[src/rtl/s386_bist_ctrl.sv]
// s386_bist_ctrl: BIST sequencer for the s386w core (flush, LFSR patterns, MISR compaction, golden compare).
//   CLOCK, RESET_N (async, active-low); start/abort control;
//   cut_pi[6:0] -> core inputs, cut_po[6:0] <- core outputs;
//   busy/done/pass status, signature = MISR contents, pat_idx = patterns applied.
//   Optional `S386_BIST_PAUSE_EN adds input pause that stalls the RUN phase.
module s386_bist_ctrl #(
  parameter int unsigned PAT_CNT   = 255,
  parameter int unsigned FLUSH_CYC = 8,
  parameter logic [15:0] LFSR_SEED = 16'hACE1,
  parameter logic [15:0] MISR_SEED = 16'h0000,
  parameter logic [15:0] GOLDEN    = 16'h0000
) (
  input  logic        CLOCK,
  input  logic        RESET_N,
  input  logic        start,
  input  logic        abort,
`ifdef S386_BIST_PAUSE_EN
  input  logic        pause,
`endif
  output logic [6:0]  cut_pi,
  input  logic [6:0]  cut_po,
  output logic        busy,
  output logic        done,
  output logic        pass,
  output logic [15:0] signature,
  output logic [15:0] pat_idx
);
  typedef enum logic [2:0] {IDLE, FLUSH, RUN, COMPARE, DONE} state_t;
  state_t      state_q, state_d;
  logic [7:0]  fcnt_q, fcnt_d;
  logic [15:0] lfsr_q, lfsr_d, misr_q, misr_d, pat_q, pat_d;
  logic        pass_q, pass_d, stall;
`ifdef S386_BIST_PAUSE_EN
  assign stall = pause;
`else
  assign stall = 1'b0;
`endif
  always_ff @(posedge CLOCK or negedge RESET_N)
    if (!RESET_N) begin
      state_q <= IDLE;
      fcnt_q  <= '0;
      lfsr_q  <= LFSR_SEED;
      misr_q  <= MISR_SEED;
      pat_q   <= '0;
      pass_q  <= 1'b0;
    end else begin
      state_q <= state_d;
      fcnt_q  <= fcnt_d;
      lfsr_q  <= lfsr_d;
      misr_q  <= misr_d;
      pat_q   <= pat_d;
      pass_q  <= pass_d;
    end
  always_comb begin
    state_d = state_q;
    fcnt_d  = fcnt_q;
    lfsr_d  = lfsr_q;
    misr_d  = misr_q;
    pat_d   = pat_q;
    pass_d  = pass_q;
    // abort beats start and pause; lfsr/misr are left untouched until the next start
    if (abort && state_q != IDLE) begin
      state_d = IDLE;
      pass_d  = 1'b0;
    end else
      case (state_q)
        IDLE, DONE:
          if (start) begin
            state_d = FLUSH;
            fcnt_d  = 8'(FLUSH_CYC);
            lfsr_d  = LFSR_SEED;
            misr_d  = MISR_SEED;
            pat_d   = '0;
            pass_d  = 1'b0;
          end
        FLUSH: begin
          fcnt_d  = fcnt_q - 8'd1;
          state_d = fcnt_q == 8'd1 ? RUN : FLUSH;
        end
        RUN:
          if (!stall) begin
            lfsr_d  = {lfsr_q[0] ^ lfsr_q[2] ^ lfsr_q[3] ^ lfsr_q[5], lfsr_q[15:1]};
            misr_d  = {misr_q[0] ^ misr_q[2] ^ misr_q[3] ^ misr_q[5], misr_q[15:1]} ^ {9'b0, cut_po};
            pat_d   = pat_q + 16'd1;
            state_d = pat_d == 16'(PAT_CNT) ? COMPARE : RUN;
          end
        COMPARE: begin
          pass_d  = misr_q == GOLDEN;
          state_d = DONE;
        end
        default: state_d = IDLE;
      endcase
  end
  // the core input is taken straight from the registered lfsr, so it holds whenever lfsr is frozen
  assign cut_pi    = state_q == RUN ? lfsr_q[6:0] : 7'd0;
  assign busy      = state_q == FLUSH || state_q == RUN || state_q == COMPARE;
  assign done      = state_q == DONE;
  assign pass      = pass_q;
  assign signature = misr_q;
  assign pat_idx   = pat_q;
endmodule

[config.mk]
export PLATFORM = sky130hd
export DESIGN_NAME = s386_bist_ctrl
export DESIGN_NICKNAME = d
export VERILOG_FILES = /design/src/rtl/s386_bist_ctrl.sv
export SDC_FILE = /design/constraint.sdc
export NUM_CORES = 1
export LEC_CHECK = 0
export BUFFER_PORTS_ARGS = -buffer_cell sky130_fd_sc_hd__buf_2
export CORE_MARGIN = 1
export CORE_UTILIZATION = 25
export CTS_CLUSTER_DIAMETER = 80
export DETAILED_ROUTE_END_ITERATION = 16
export GPL_TIMING_DRIVEN = 0
export SLEW_MARGIN = 20
export SYNTH_ARGS = -nofsm -noshare
export SYNTH_HDL_FRONTEND = slang
export SYNTH_SLANG_ARGS = --single-unit
[constraint.sdc]
create_clock -name CLOCK -period 1.93 [get_ports CLOCK]
set_input_delay 0.2895 -clock CLOCK [delete_from_list [all_inputs] [get_ports CLOCK]]
set_output_delay 0.2895 -clock CLOCK [all_outputs]
set_load 0.02 [all_outputs]
Word-level counts from Yosys, hierarchy flattened. Index checks and enable logic that the tools add are counted.

Flip-flop bits (word level): 60. Input bits: 11. Output and inout bits: 42. Word-level logic and storage cells: 53.

Add/sub/neg operators: 2. Equality and inequality tests: 8. Mux-type cells: 16. Bitwise operators: 8. Reductions and logical operators: 13.

Operators with widths (count): 16-bit one-hot mux with 2 select lines (3); 16-bit 2-to-1 mux (2); 16-bit by 1-bit adder with 16-bit output (second input constant) (1); 16-bit by 8-bit == test with 1-bit output (second input constant) (1); 16-bit zero test (1); 8-bit one-hot mux with 2 select lines (1); 16-bit by 7-bit XOR with 16-bit output (1); 3-bit one-hot mux with 4 select lines (1); 8-bit by 1-bit == test with 1-bit output (second input constant) (1); 8-bit 2-to-1 mux (1); 8-bit by 1-bit subtractor with 8-bit output (second input constant) (1); 7-bit 2-to-1 mux (1); 3-bit by 2-bit == test with 1-bit output (second input constant) (2); 3-bit 2-to-1 mux (2); 3-bit AND reduction (2); 3-bit nonzero test (2); 1-bit XOR (6); 2-bit nonzero test (2); 3-bit by 1-bit == test with 1-bit output (second input constant) (1); 3-bit == test (second input constant) (1); 3-bit zero test (1); 1-bit 2-to-1 mux (3); 3-bit inequality test (second input constant) (1); 1-bit logical OR (2); 7 further kinds (7).

Longest topological paths before layout.
Depth in word-level cells: 5. Depth in mapped cells: 7. Mapped depth without buffers: 6.

Worst setup path after synthesis. Ideal clock, no wire load.

Path kind: flip-flop to flip-flop. From: reg pat_q[0], in the netlist pat_idx[0]. To: reg state_q[0]. Setup time: 67 ps. Arrival: 1933 ps. Data required time: 1863 ps. Path slack: -69 ps. Cell stages (with the launch flop): 7. Buffers on the path: 0. Period minus slack after synthesis: 1999 ps. Cells stage by stage: dfrtp_1 ha_1 nand4_4 nor4_4 nand4_1 a2111oi_2 a41o_1.

Cells in the longest elaborated chain, start to end: 5.

Ends and longest elaborated chain: start, declared (line 31) `logic [15:0] lfsr_q, lfsr_d, misr_q, misr_d, pat_q, pat_d;`; start signal, assigned (line 51) `pat_q <= pat_d;`; 16-bit by 1-bit adder with 16-bit output (line 84) `pat_d = pat_q + 16'd1;`; 16-bit by 8-bit == test with 1-bit output (line 85) `state_d = pat_d == 16'(PAT_CNT) ? COMPARE : RUN;`; 1-bit 2-to-1 mux (line 85); 3-bit one-hot mux with 4 select lines (line 66) `case (state_q)`; 3-bit 2-to-1 mux (line 62) `if (abort && state_q != IDLE) begin`; end signal, assigned (line 47) `state_q <= state_d;`; end, declared (line 29) `state_t state_q, state_d;`.

Every way passes these cells. A chain may end at the register's enable or synchronous reset.

Worst setup path after layout.
From: reg pat_q[4], in the netlist pat_idx[4]. To: reg state_q[0].

Same word-level chain as after synthesis.

==> reports/qor.csv <==
stage,metric,value,unit
status,status,finished clean,
detailed_routing,vias_per_cell,4.80,
cts,cts_tree,built,
power,total_power,4.15,mW
critical_path,worst-r2r-cell-count,5,
critical_path,critPathArrivalTime,2.14,ns
timing,finalClockSkew,0.00408,ns
finish,fin_util,0.331,
detailed_routing,wire_per_inst,14.1,µm
cts,clock_path_buffers,2,
detailed_routing,wl,8610,µm
timing,final_hold_viol_count,0,
timing,fin_crit,1.89,ns
finish,antenna_cells,0,
logic_synthesis,yosysTopAreaCell,dfrtp_1,
logic_synthesis,async_flop_share,1.00,
cts,clk_pin_slew,0.05,ns
power,internal-power,2.91,mW
detailed_routing,drc,0,
timing,finalCritPeriodShare,0.980,
timing,setup_viol,0,
floorplan,die_area,0.0135,mm²
power,power_switching,1.24,mW
power,p_seq_frac,0.368,
finish,fill_cells,1325,
power,vdd_drop_max,0.396,mV
floorplan,num_io_pins,53,
cts,clock-sinks,60,
finish,final_area,0.00419,mm²
global_routing,grt_pass1_wl,14100,µm
critical_path,crit_type,register to register,
logic_synthesis,netlist_area,0.00325,mm²
placed_design,dpl.hpwl,5920,µm
detailed_routing,dr.pass1.iters,4,
cts,clk_latency,0.33,ns
logic_synthesis,yosysWarnings,0,
timing,rsz0062_at_grt,yes,
logic_synthesis,ys.flop_type,dfrtp_1,
global_routing,grt-ovfl-total,0,
logic_synthesis,ys_seq_elements,60,
power,clockPowerShare,0.432,
logic_synthesis,avgSynthCellArea,8.93,µm²
cts,numCtsBuffers,9,
worst_hold_path,hold_path.class,input pin to async pin,
critical_path,cp-start-kind,register,
power,p_sw_frac,0.299,
floorplan,fp.dieW,116,µm
placed_design,gp_congestion,0.778,
finish,syn_to_final_growth,28.9,%
timing,holdWs,0.0451,ns
power,p_per_area,990,mW/mm²
critical_path,worst_setup_path_end_kind,register,
timing,relSlewSlack,0.466,
timing,worst_slew_pin_slew,0.801,ns
floorplan,initial_core_util,0.256,
global_routing,track_usage,0.136,
logic_synthesis,synthTopCellsByArea,"dfrtp_1 (40%), nand2_1 (7.4%), dfstp_2 (6.5%), nand3_1 (4.8%), o21ai_0 (4.0%)",
logic_synthesis,synth.net_count,379,
critical_path,crit_fanout,7,
detailed_routing,ant_nets,0,
timing,clock.fmax,529,MHz
job,drv_cap,0,
floorplan,core,0.0127,mm²
logic_synthesis,ys_types,52,
placed_design,dpl-instance-area,0.00373,mm²
timing,finalMaxSlewViolations,0,
power,p_leak,1.91,nW
placed_design,io_buffers,52,
logic_synthesis,ys_seq_area_frac,0.465,
finish,drive_gt1_frac,0.286,
cts,h-tree-depth,3,
timing,setup_tns,0,ns
finish,fin_nets,447,
logic_synthesis,synth_top_area_share,0.400,
logic_synthesis,syn_inst,364,
cts,hold_buffers,0,
logic_synthesis,synth_edf_count,0,
detailed_routing,drtIter0Drc,141,
power,power_frac_comb,0.200,
floorplan,row_count,41,
floorplan,die_h,116,µm
global_routing,grt_pass1_vias,2804,
critical_path,worstPathRequired,2.18,ns
detailed_routing,vias,2921,
cts,cts-root-buf,clkbuf_16,
global_routing,antenna_found_initial,0,
global_routing,grt_max_degree,61,
per-layer routing:
layer / track usage / vias to the layer above / part of all wire
met5: 0 / - / 0
met4: 0.0342 / 0 / 0.0046
met3: 0.0387 / 7 / 0.045
met2: 0.224 / 59 / 0.49
met1: 0.177 / 1432 / 0.46
li1: - / 1423 / -
Yosys cell counts, types with 3 or more instances:
library cell   n
dfstp_2        8
ha_1           4
nor3_1         5
dfrtp_1       52
a31oi_1        4
xnor2_1       12
or3_1          6
nand2b_1       3
o31ai_1        3
xor2_1         3
buf_2          7
clkbuf_1       7
buf_4          8
nand2_1       64
o21ai_1       20
inv_1          8
o21ai_0       26
nor4_1         4
a21oi_1       14
nor2_1        19
and2_1         8
nand3_1       31
nand4_1        9
flip-flops by register name, summed over array words and instances (netlist names):
name,count
state_q,3
pat_idx,16
signature,16
pass,1
fcnt_q,8
lfsr_q,16
placed cells by master, fill, tap and decap left out, types with 9 or more instances in the layout:
cell type,n
nand2_1,63
buf_2,57
dfrtp_1,47
nand3_1,31
o21ai_0,25
o21ai_1,21
nor2_1,17
buf_4,15
a21oi_1,13
xnor2_1,12
nand4_1,9
clkbuf_16,9
critical path: stages, from the launching register on:
cell       delay, ns
dfrtp_1         0.52
nand3_1         0.29
nor4_1          0.57
a2bb2oi_1       0.13
o41ai_1         0.09
a41o_1          0.23
area by class of cell:
cell class | instances | area, µm² | share of cell area
Buffer | 22 | 129 | 0.0308
Tap cell | 172 | 215 | 0.0514
Clock buffer | 11 | 253 | 0.0604
Sequential cell | 60 | 1520 | 0.362
Timing Repair Buffer | 58 | 308 | 0.0735
Clock inverter | 5 | 83.8 | 0.0200
Inverter | 8 | 30.0 | 0.00717
Multi-Input combinational cell | 273 | 1650 | 0.394
stage by stage:
stage	instances	setup slack [ns]
2_1_floorplan	364	0.0552
3_3_place_gp	588	-0.0938
3_5_place_dp	588	-0.0976
4_1_cts	607	0.0112
5_1_grt	609	-0.0218
6_report	609	0.0395
final timing paths:
| check | slack (ns) | end | startpoint |
|---|---|---|---|
| max | 0.04 | state_q[0]$_DFFE_PN0P_ | pat_idx[4]$_DFFE_PN0P_ |
| min | 0.05 | pat_idx[13]$_DFFE_PN0P_ | RESET_N |
| max reg2reg | 0.04 | state_q[0]$_DFFE_PN0P_ | pat_idx[4]$_DFFE_PN0P_ |
| min reg2reg | 0.45 | lfsr_q[6]$_DFFE_PN1P_ | lfsr_q[7]$_DFFE_PN1P_ |
| max in group asynchronous | 1.30 | pat_idx[7]$_DFFE_PN0P_ | RESET_N |
| min in group CLOCK | 0.25 | signature[5]$_DFFE_PN0P_ | cut_po[5] |
logic make-up (layout without fill, tap and decap cells):
logic type,after synthesis,count (layout),share of synthesized area
AO/OA/AOI/OAI,83,83,0.152
multiplexers,2,2,0.00655
AND/OR/NAND/NOR,169,169,0.272
XOR/XNOR,15,15,0.0404
buffers and inverters,31,104,0.0477
adder cells (fa/ha/maj),4,4,0.0154
flip-flops,60,60,0.465
power groups by stage:
stage	sequential (mW)	clock (mW)	combinational (mW)
6_report	1.52	1.79	0.831
5_1_grt	1.54	1.87	0.934
4_1_cts	1.52	1.82	0.791
3_5_place_dp	1.54	0	0.778
3_3_place_gp	1.53	0	0.750
2_1_floorplan	1.52	0	0.536
what timing repair did:
action | in CTS | in global routing
buffers inserted | 4 | 2
pin swaps | 0 | 4
setup endpoints to repair | 32 | 52
gates resized for setup | 2 | 19
Note: power is estimated with default switching activity, not from simulation.
